==> src/rtl/apb_ram_slave_pkg.sv <==
// Shared types and helpers for the APB4 RAM completer.
package apb_ram_slave_pkg;

    typedef enum logic [1:0] {
        ST_IDLE   = 2'd0,
        ST_WAIT   = 2'd1,
        ST_RDDATA = 2'd2,
        ST_RESP   = 2'd3
    } state_e;

    localparam int PPROT_NONSEC = 1;

    // Byte size of the decoded window; 33 bits so a 4 GiB window still fits.
    function automatic logic [32:0] window_bytes(input int addr_bits);
        return 33'd4 << addr_bits;
    endfunction

endpackage

==> src/rtl/apb_ram_slave.sv <==
// APB4 completer in front of a synchronous single-port word RAM, with wait
// states, byte strobes, error responses, error counter and protocol flag.
module apb_ram_slave
    import apb_ram_slave_pkg::*;
#(
    parameter int          ADDR_BITS   = 10,
    parameter int          DATA_BITS   = 32,
    parameter int          WAIT_CYCLES = 2,
    parameter logic [31:0] BASE_ADDR   = 32'h0,
    parameter bit          PROT_CHECK  = 1'b1
) (
    input  logic                 apb_clock,
    input  logic                 resetn,
    input  logic                 apb_psel,
    input  logic                 apb_penable,
    input  logic                 apb_pwrite,
    input  logic [31:0]          apb_paddr,
    input  logic [DATA_BITS-1:0] apb_pwdata,
    input  logic [3:0]           apb_pstrb,
    input  logic [2:0]           apb_pprot,
    output logic                 apb_pready,
    output logic                 apb_pslverr,
    output logic [DATA_BITS-1:0] apb_prdata,
    output logic [ADDR_BITS-1:0] ram_addr,
    output logic [3:0]           ram_byteena,
    output logic [31:0]          ram_data,
    output logic                 ram_wren,
    output logic                 ram_rden,
    input  logic [31:0]          ram_q,
    output logic [15:0]          err_count,
    output logic                 proto_err
);

    state_e                 state_q, state_d;
    logic [3:0]             cnt_q, cnt_d;
    logic                   write_q, write_d;
    logic                   err_q, err_d;
    logic [ADDR_BITS-1:0]   addr_q, addr_d;
    logic [DATA_BITS-1:0]   wdata_q, wdata_d;
    logic [3:0]             byteena_q, byteena_d;
    logic [DATA_BITS-1:0]   prdata_q, prdata_d;
    logic [15:0]            err_count_q, err_count_d;
    logic                   proto_err_q, proto_err_d;

    logic [31:0] offset;
    logic        setup_err;
    logic        unused_prot;

    // Offsets below BASE_ADDR wrap to huge values and fall out of range.
    assign offset    = apb_paddr - BASE_ADDR;
    assign setup_err = (apb_paddr[1:0] != 2'b00)
                    || ({1'b0, offset} >= window_bytes(ADDR_BITS))
                    || (PROT_CHECK && apb_pprot[PPROT_NONSEC]);
    assign unused_prot = ^{apb_pprot[2], apb_pprot[0]};

    always_comb begin
        // NOTE: every variable gets a default first so no path infers a latch.
        state_d     = state_q;
        cnt_d       = cnt_q;
        write_d     = write_q;
        err_d       = err_q;
        addr_d      = addr_q;
        wdata_d     = wdata_q;
        byteena_d   = byteena_q;
        prdata_d    = prdata_q;
        err_count_d = err_count_q;
        proto_err_d = proto_err_q;
        ram_wren    = 1'b0;
        ram_rden    = 1'b0;
        apb_pready  = 1'b0;

        unique case (state_q)
            ST_IDLE: begin
                if (apb_psel && !apb_penable) begin
                    write_d   = apb_pwrite;
                    err_d     = setup_err;
                    addr_d    = offset[ADDR_BITS+1:2];
                    wdata_d   = apb_pwdata;
                    byteena_d = apb_pwrite ? apb_pstrb : 4'hf;
                    prdata_d  = '0;
                    cnt_d     = 4'(WAIT_CYCLES);
                    state_d   = ST_WAIT;
                end
            end
            ST_WAIT: begin
                if (!apb_psel) begin
                    proto_err_d = 1'b1;
                    state_d     = ST_IDLE;
                end else if (cnt_q != 4'd0) begin
                    cnt_d = cnt_q - 4'd1;
                end else if (err_q) begin
                    state_d = ST_RESP;
                end else if (write_q) begin
                    ram_wren = |byteena_q;
                    state_d  = ST_RESP;
                end else begin
                    ram_rden = 1'b1;
                    state_d  = ST_RDDATA;
                end
            end
            ST_RDDATA: begin
                if (!apb_psel) begin
                    proto_err_d = 1'b1;
                    state_d     = ST_IDLE;
                end else begin
                    prdata_d = ram_q;
                    state_d  = ST_RESP;
                end
            end
            ST_RESP: begin
                apb_pready = 1'b1;
                if (err_q && err_count_q != 16'hFFFF) begin
                    err_count_d = err_count_q + 16'd1;
                end
                state_d = ST_IDLE;
            end
            default: state_d = ST_IDLE;
        endcase
    end

    // NOTE: sequential state uses non-blocking assignments only.
    always_ff @(posedge apb_clock or negedge resetn) begin
        if (!resetn) begin
            state_q     <= ST_IDLE;
            cnt_q       <= '0;
            write_q     <= 1'b0;
            err_q       <= 1'b0;
            addr_q      <= '0;
            wdata_q     <= '0;
            byteena_q   <= '0;
            prdata_q    <= '0;
            err_count_q <= '0;
            proto_err_q <= 1'b0;
        end else begin
            state_q     <= state_d;
            cnt_q       <= cnt_d;
            write_q     <= write_d;
            err_q       <= err_d;
            addr_q      <= addr_d;
            wdata_q     <= wdata_d;
            byteena_q   <= byteena_d;
            prdata_q    <= prdata_d;
            err_count_q <= err_count_d;
            proto_err_q <= proto_err_d;
        end
    end

    // prdata_q is cleared at setup and only loaded on a good read.
    assign apb_pslverr = apb_pready && err_q;
    assign apb_prdata  = apb_pready ? prdata_q : '0;
    assign ram_addr    = addr_q;
    assign ram_byteena = byteena_q;
    assign ram_data    = wdata_q;
    assign err_count   = err_count_q;
    assign proto_err   = proto_err_q;

endmodule

==> config.mk <==
export PLATFORM = sky130hd
export DESIGN_NAME = apb_ram_slave
export DESIGN_NICKNAME = d
export VERILOG_FILES = /design/src/rtl/apb_ram_slave_pkg.sv /design/src/rtl/apb_ram_slave.sv
export SDC_FILE = /design/constraint.sdc
export NUM_CORES = 1
export LEC_CHECK = 0
export CELL_PAD_IN_SITES_DETAIL_PLACEMENT = 1
export CELL_PAD_IN_SITES_GLOBAL_PLACEMENT = 2
export CORE_MARGIN = 2
export CORE_UTILIZATION = 27
export DETAILED_ROUTE_END_ITERATION = 10
export HOLD_SLACK_MARGIN = 0.1
export PLACE_DENSITY_LB_ADDON = 0.1
export SLEW_MARGIN = 20
export SYNTH_ARGS = -nofsm -noshare
export SYNTH_HDL_FRONTEND = slang
export SYNTH_SLANG_ARGS = --single-unit
export TNS_END_PERCENT = 50
==> constraint.sdc <==
create_clock -name apb_clock -period 3 [get_ports apb_clock]
set_input_delay 0.6 -clock apb_clock [delete_from_list [all_inputs] [get_ports apb_clock]]
set_output_delay 0.6 -clock apb_clock [all_outputs]
set_load 0.02 [all_outputs]
Yosys cells after proc, flatten, opt, wreduce, memory -nomap -nowiden
Cells that the tools add are included.

storage, ports and cells
  register bits = 103
  input port bits = 108
  word-level logic and storage cells = 69

cells by class
  $add $sub $neg = 2
  magnitude comparators = 1
  equality and inequality tests = 9
  multiplexer cells = 27
  bitwise gates (word level) = 1
  reductions and logical operators = 19

operators by type and width
  cell                     number
  $mux W32                 3
  $pmux W32 S2             1
  $ge A32 B13 Y1 const B   1
  $add A16 B1 Y16 const B  1
  $mux W4                  4
  $ne A16 B16 Y1 const B   1
  $mux W1                  13
  $mux W2                  4
  $ne A2 B2 Y1 const B     4
  $pmux W2 S4              1
  $pmux W4 S2              1
  $reduce_and A2 Y1        4
  $reduce_bool A2 Y1       3
  $eq A2 B2 Y1 const B     2
  $reduce_and A4 Y1        1
  $reduce_bool A4 Y1       1
  $reduce_or A4 Y1         1
  $sub A4 B1 Y4 const B    1
  $logic_and A1 B1 Y1      3
  $ne A3 B3 Y1 const B     1
  $reduce_and A3 Y1        1
  $eq A2 B1 Y1 const B     1
  $logic_not A2 Y1         1
  $logic_or A1 B1 Y1       2
  3 further kinds          3

Depth between registers and ports, before layout
Gate-level depths: netlist of run 1.

  word-level depth = 6
  depth in mapped cells = 7
  mapped depth without buffers = 6

Least setup slack after synthesis of run 1
OpenSTA, ideal clock, no wires.

  kind = register to output
  from = register cnt_q[0]
  to = output port ram_wren
  arrival time = 1.697 ns
  setup slack = 0.703 ns
  cell stages (with the launch flop) = 5
  buffers on the path = 0
  cells stage by stage = dfrtp_1 inv_1 ha_1 or3b_1 nor4_1

on the way
  longest elaborated chain between the ends = 4

ends and longest elaborated chain
  item                      line                  RTL
  start: declaration        apb_ram_slave.sv:35   logic [3:0] cnt_q, cnt_d;
  start signal: assignment  apb_ram_slave.sv:136  cnt_q <= cnt_d;
  $reduce_bool A4 Y1        apb_ram_slave.sv:89   end else if (cnt_q != 4'd0) begin
  $mux W1                   apb_ram_slave.sv:89
  $mux W1                   apb_ram_slave.sv:86   if (!apb_psel) begin
  $mux W1                   apb_ram_slave.sv:72   unique case (state_q)
  end: declaration          apb_ram_slave.sv:27   output logic ram_wren,

Every way passes these cells.

Worst setup path after layout of run 1
Same ends and word-level chain as after synthesis.

==> impl_metrics.tcl, run 1 <==
set metrics [dict create \
    synth.area.top_cells "dfrtp_1 (56%), mux2_2 (11%), nand2_1 (6.2%)" \
    clkSinkCount 103 \
    cts_root_buffer "clkbuf_16" \
    crit_arrival_ns 2.12 \
    clk_path_buf_depth 2 \
    gr-total-overflow 0 \
    rows 47 \
    port-buffer-count 204 \
    final_cells 847 \
    antenna_found_initial 0 \
    htreeDepth 3 \
    outcome "completed" \
    synth_most_common_cell "dfrtp_1" \
    fillers 1831 \
    fin_nets 737 \
    cts_tree "done" \
    synth_common_cells "dfrtp_1 (103), nand2_1 (76), mux2_2 (43)" \
    syn_avg_cell_area_sq_um 11.0 \
    ios 207 \
    final_area_sq_mm 0.00722 \
    crit_fanout 4 \
    rsz0062_at_grt "no" \
    hold_ws_ns 0.297 \
    ir_drop_uv 476 \
    post_cts_buffers 0 \
    drive_gt1_share_pct 12.4 \
    synth_nets 533 \
    drc 0 \
    numCtsBuffers 9 \
    grt_pass1_vias 4234 \
    synth.distinct_cells 43 \
    final_util_pct 43.5 \
    syn-cell-area_sq_mm 0.00459 \
    postRouteAntennaNets 0 \
    skew_ns 0.00900 \
    async_flop_share_pct 100 \
    synth_edf_count 0 \
    synthToLayoutAreaGrowth_pct 57.4 \
    ys_seq_elements 103 \
    die_x_um 134 \
    yosysTopAreaCell "dfrtp_1" \
    relSlewSlack_pct 59.6 \
    synth_ff_type "dfrtp_1" \
    start_util_pct 27.7 \
    crit_type "flip-flop to primary output" \
    synth_top_area_share_pct 56.2 \
    final.setup.tns_ns 0 \
    floorplan.die.height_um 134 \
    final_max_slew_viol_count 0 \
    viasPerCell 4.54 \
    diodes 0 \
    drtPass1Iterations 4 \
    hold_path.class "input port to asynchronous set/reset pin" \
    grt_max_degree 104 \
    worst_pin_slew_ns 0.607 \
    drtIter0Drc 113 \
    ys_seq_area_share_pct 56.2 \
    cts.clk_slew.worst_paths_ns 0.08 \
    drv_cap 0 \
    fmax_mhz 368 \
    finalHoldViolations 0 \
    yosysWarnings 0 \
    place_area_sq_mm 0.00691 \
    fin_crit_ns 2.72 \
    die_area_sq_mm 0.0181 \
    p_per_area_mw_per_mm2 844 \
    timing.final.crit_share_pct 90.7 \
    worstPathRequired_ns 2.40 \
    setup_violations 0 \
    core_area_sq_mm 0.0166 \
    synth_cells 418 \
    r2r-start "state_q[1]" \
    routedWlPerCell_um 15.9 \
    gp_congestion 0.692 \
    vias 3848 \
    routed_wl_mm 13.4 \
    cp-end-kind "primary output" \
    leakage_uw 0.00321 \
    dp.cells 831 \
    clkLatencyLatePin_ns 0.36 \
    critPathLaunch "cnt_q[0]" \
    critPathLaunchType "flip-flop" \
    grt_pass1_wl_mm 21.9 \
    grt_usage_pct 15.3 \
    place_hpwl_mm 9.73 \
]
worst max-delay path: stages, from the launching register on:
cell           delay [ns]
dfrtp_1              0.38
inv_1                0.11
ha_1                 0.18
or3b_1               0.40
nor4_1               0.29
dlygate4sd2_1        0.39
cell usage in the layout (no fill, tap or decap), types with 2 or more instances in the layout:
master / count
inv_6: 3
a21o_1: 2
mux2_2: 43
ha_1: 7
buf_12: 2
nor4_1: 7
nor2b_1: 6
and4_1: 2
a31oi_1: 2
nand3_1: 38
xor2_1: 9
o21ai_0: 7
dfrtp_1: 103
nand2_1: 76
buf_4: 9
nor3_1: 7
nor2_1: 9
nand4_1: 10
inv_1: 6
and2_1: 33
xnor2_1: 6
dlygate4sd2_1: 2
and3_1: 3
clkdlybuf4s50_1: 201
clkinv_8: 3
clkbuf_16: 9
per-layer routing:
| metal | track usage [%] | wire length [um] | part of all wire [%] |
|---|---|---|---|
| met3 | 7.56 | 1310 | 9.8 |
| met2 | 25.7 | 6520 | 48 |
| met5 | 0 | 0 | 0 |
| met1 | 17.5 | 5450 | 41 |
| met4 | 3.51 | 155 | 1.2 |
flip-flops by register name, summed over array words and instances, names as in the netlist:
signal and count:
err_count 16, state_q 2, ram_addr 10, err_q 1, cnt_q 4, write_q 1
ram_data 32, proto_err 1, prdata_q 32, ram_byteena 4
cell families (layout without fill, tap and decap cells):
logic type                 count (synthesis)  count (layout)  synth area share [%]
and+or+nand+nor                          202             202                  22.7
DFF                                      103             103                  56.2
AOI/OAI and AO/OA                         19              19                  2.70
xor gates and xnor gates                  15              15                  2.86
adders and majority gates                  7               7                  1.91
muxes                                     45              45                  11.1
buffers and inverters                     27             236                  2.54
metrics by stage:
| stage | setup WS, ns | power [uW] |
|---|---|---|
| after global routing | 0.0857 | 6520 |
| after global placement | 0.271 | 4880 |
| final | 0.280 | 6100 |
| after CTS | 0.205 | 6220 |
| after floorplan | 0.703 | 3650 |
| after detailed placement | 0.222 | 4960 |
worst paths after layout:
kind	slack [ns]	endpoint	cells past startpoint
max in group asynchronous	2.26	ram_data[22]	2
worst max-delay path	0.28	ram_wren	5
worst max register to register	1.08	err_count[15]	6
min in group apb_clock	0.46	prdata_q[25]	2
worst min register to register	0.46	prdata_q[25]	2
worst min-delay path	0.30	prdata_q[17]	2
repair_timing:
item	CTS	global route
endpoints found under the setup margin	2	0
resized for setup	2	0
hold buffers	0	0
power by group:
part	total [uW]	internal [uW]	leakage (uW)	switching [uW]
Combinational	2590	1270	0.00175	1320
Sequential	2300	1970	0.00131	336
Clock	1210	600	0.000151	606
Total	6100	3840	0.00321	2260
cell type report:
cell class,count,area (sq um),area share [%]
Timing Repair Buffer,214,2140,29.6
Tap cell,220,275,3.81
Sequential cell,103,2580,35.7
Clock buffer,9,225,3.12
Clock inverter,7,86.3,1.20
Multi-Input combinational cell,288,1900,26.3
Inverter,6,22.5,0.312
No activity file was read; power rests on OpenSTA's default activity.
==> run 2, diff against run 1 <==
- SLEW_MARGIN: 20 -> default
==> results of run 2 <==
Final layout, timing and power as in run 1 (identical DEF).
==> run 3, diff against run 2 <==
- ABC_AREA: default -> 1
- CORE_UTILIZATION: 27 -> 25
==> run 3 against run 2 <==
Net effect: combinational power up 3%; synthesized cell count increased by 54%; sequential cell count stayed put; maximum frequency decreased by 2.9%; core utilization decreased by 4.7 points; clock power about the same; design area is 4.3% higher; clock-buffer cell count is the same; die area grew 15%.
==> impl_metrics.tcl, run 3 <==
set metrics [dict create \
    outcome "completed" \
    floorplan.die.height_um 144 \
    grt_pass1_wl_mm 25.5 \
    final.setup.tns_ns 0 \
    crit_end "ram_rden" \
    p_per_area_mw_per_mm2 802 \
    antenna_found_initial 0 \
    rsz0062_at_grt "no" \
    worstPathRequired_ns 2.40 \
    place_hpwl_mm 11.5 \
    die_area_sq_mm 0.0208 \
    power_uw 6040 \
    critPathMostFrequentCell "clkdlybuf4s50_1" \
    rows 51 \
    final_common_cell "nand2_1" \
    routedWlPerCell_um 14.1 \
    synth_edf_count 0 \
    vias 4733 \
    routed_wl_mm 15.7 \
    reg2reg_slack_ns 0.83 \
    synth.distinct_cells 27 \
    clk_path_buf_depth 2 \
    die_x_um 144 \
    dp.cells 1095 \
    skew_ns 0.0117 \
    ys_seq_area_share_pct 52.5 \
    combPwrFrac_pct 44.2 \
    synth_nets 758 \
    critPathLaunch "apb_psel" \
    crit_arrival_ns 2.20 \
    final_cells 1111 \
    crit_path_cell_trace "clkdlybuf4s50_1, nand2_1, inv_1, nand3_1, nor3_1, clkdlybuf4s50_1" \
    timing.final.crit_share_pct 93.3 \
    synth_top_area_share_pct 52.5 \
    viasPerCell 4.26 \
    htreeDepth 3 \
    cts_root_buffer "clkbuf_16" \
    crit_type "input port to primary output" \
    p_sw_uw 2450 \
    syn_avg_cell_area_sq_um 7.64 \
    fin_crit_ns 2.80 \
    gp_congestion 0.746 \
    finalHoldViolations 0 \
    async_flop_share_pct 100 \
    cts.clk_slew.worst_paths_ns 0.08 \
    ys_seq_elements 103 \
    ios 207 \
    r2r-start "state_q[0]" \
    power.share.switching_pct 40.6 \
    synth_common_cells "nand2_1 (318), dfrtp_1 (103), inv_1 (61)" \
    leakage_uw 0.00363 \
    yosysWarnings 0 \
    drc 0 \
    cpPeakStageDelay_ns 0.66 \
    setup_violations 0 \
    final_util_pct 38.8 \
    p_seq_share_pct 36.3 \
    diodes 0 \
    pwr-share-clk_pct 19.5 \
    layout_common_cells "nand2_1 (318), clkdlybuf4s50_1 (203), dfrtp_1 (103)" \
    numCtsBuffers 9 \
    hold_path.class "input port to asynchronous set/reset pin" \
    worstReg2RegEnd "prdata_q[4]" \
    postRouteAntennaNets 0 \
    final_max_slew_viol_count 0 \
    grt_usage_pct 15.7 \
    clkLatencyLatePin_ns 0.36 \
    cts_tree "done" \
    final_area_sq_mm 0.00753 \
    drv_cap 0 \
    ff2ff_path_depth 8 \
    cpMaxStageDelayCell "clkdlybuf4s50_1" \
    critPathLaunchType "input port" \
    synth_most_common_cell "nand2_1" \
    synth.area.top_cells "dfrtp_1 (52%), nand2_1 (24%), inv_1 (4.7%)" \
    fin_nets 956 \
    post_cts_buffers 0 \
    p_int_uw 3580 \
    drtPass1Iterations 4 \
    synth_ff_type "dfrtp_1" \
    crit_fanout 4 \
    drtIter0Drc 127 \
    grt_pass1_vias 4964 \
    ir_drop_uv 308 \
    synthToLayoutAreaGrowth_pct 53.3 \
    cp-end-kind "primary output" \
    drive_gt1_share_pct 4.73 \
    relSlewSlack_pct 51.2 \
    place_area_sq_mm 0.00724 \
    gr-total-overflow 0 \
    synth_cells 643 \
    start_util_pct 25.3 \
    yosysTopAreaCell "dfrtp_1" \
    syn-cell-area_sq_mm 0.00491 \
    port-buffer-count 204 \
    fmax_mhz 357 \
    core_area_sq_mm 0.0194 \
    hold_buffers 0 \
    worst_pin_slew_ns 0.733 \
    clkSinkCount 103 \
    cts_resized 0 \
    grt_max_degree 52 \
]
## run 3: cell count changes after synthesis, moves of 6 or more
cell,before,now
o21ai_0,7,35
nor2b_1,6,0
nand3_1,38,11
and2_1,33,0
inv_1,6,61
nand2_1,76,318
mux2_2,43,0
nor2_1,9,32
nor4_1,7,0
## run 3: area by class of cell
class                           count  area, sq um
Clock inverter                      7         67.6
Multi-Input combinational cell    452         1970
Fill cell                        2377        11900
Sequential cell                   103         2580
Clock buffer                        9          225
Inverter                           63          236
Timing Repair Buffer              212         2120
Tap cell                          265          332
## run 3: worst max-delay path, delay by kind of cell
family	cells	cell delay, ns
buf+inv	3	1.26
simple gates	3	0.33
## run 3: worst min path at each step
stage          cells after the start          end       from  slack (ns)
6_report                           1  ram_addr[4]     resetn        0.30
5_1_grt                            1  ram_addr[3]     resetn        0.36
4_1_cts                            1  ram_addr[3]     resetn        0.34
3_5_place_dp                       1    proto_err  proto_err        0.45
3_3_place_gp                       1    proto_err  proto_err        0.45
2_1_floorplan                      0     cnt_q[0]     resetn        0.30
## run 3: cell families after synthesis
kind of cell / count (synthesis) / share of synthesized area [%]
compound gates: 49 / 5.19
fa+ha+maj: 7 / 1.78
buf+inv: 88 / 7.49
simple gates: 386 / 31.3
xor+xnor: 10 / 1.78
flops: 103 / 52.5
## run 3: per-stage QoR
stage | hold WS, ns | worst slack, ns
after global placement | 0.446 | 0.230
after floorplan | 0.304 | 1.06
after CTS | 0.337 | 0.177
final | 0.298 | 0.200
after global routing | 0.358 | 0.0805
after detailed placement | 0.448 | 0.203
## run 3: power groups by stage
stage | sequential (uW) | combinational (uW) | clock (uW)
after floorplan | 2590 | 1090 | 0
after global placement | 2190 | 2660 | 0
after CTS | 2200 | 2730 | 1240
after global routing | 2270 | 2980 | 1300
after detailed placement | 2210 | 2720 | 0
final | 2190 | 2670 | 1180
## run 3: metal layers
layer / routed length (um) / share of wire, % / GRT usage [%]
met1: 6670 / 43 / 19.1
met2: 7300 / 47 / 25.4
met3: 1430 / 9.2 / 6.89
met4: 255 / 1.6 / 4.55
met5: 0 / 0 / 0
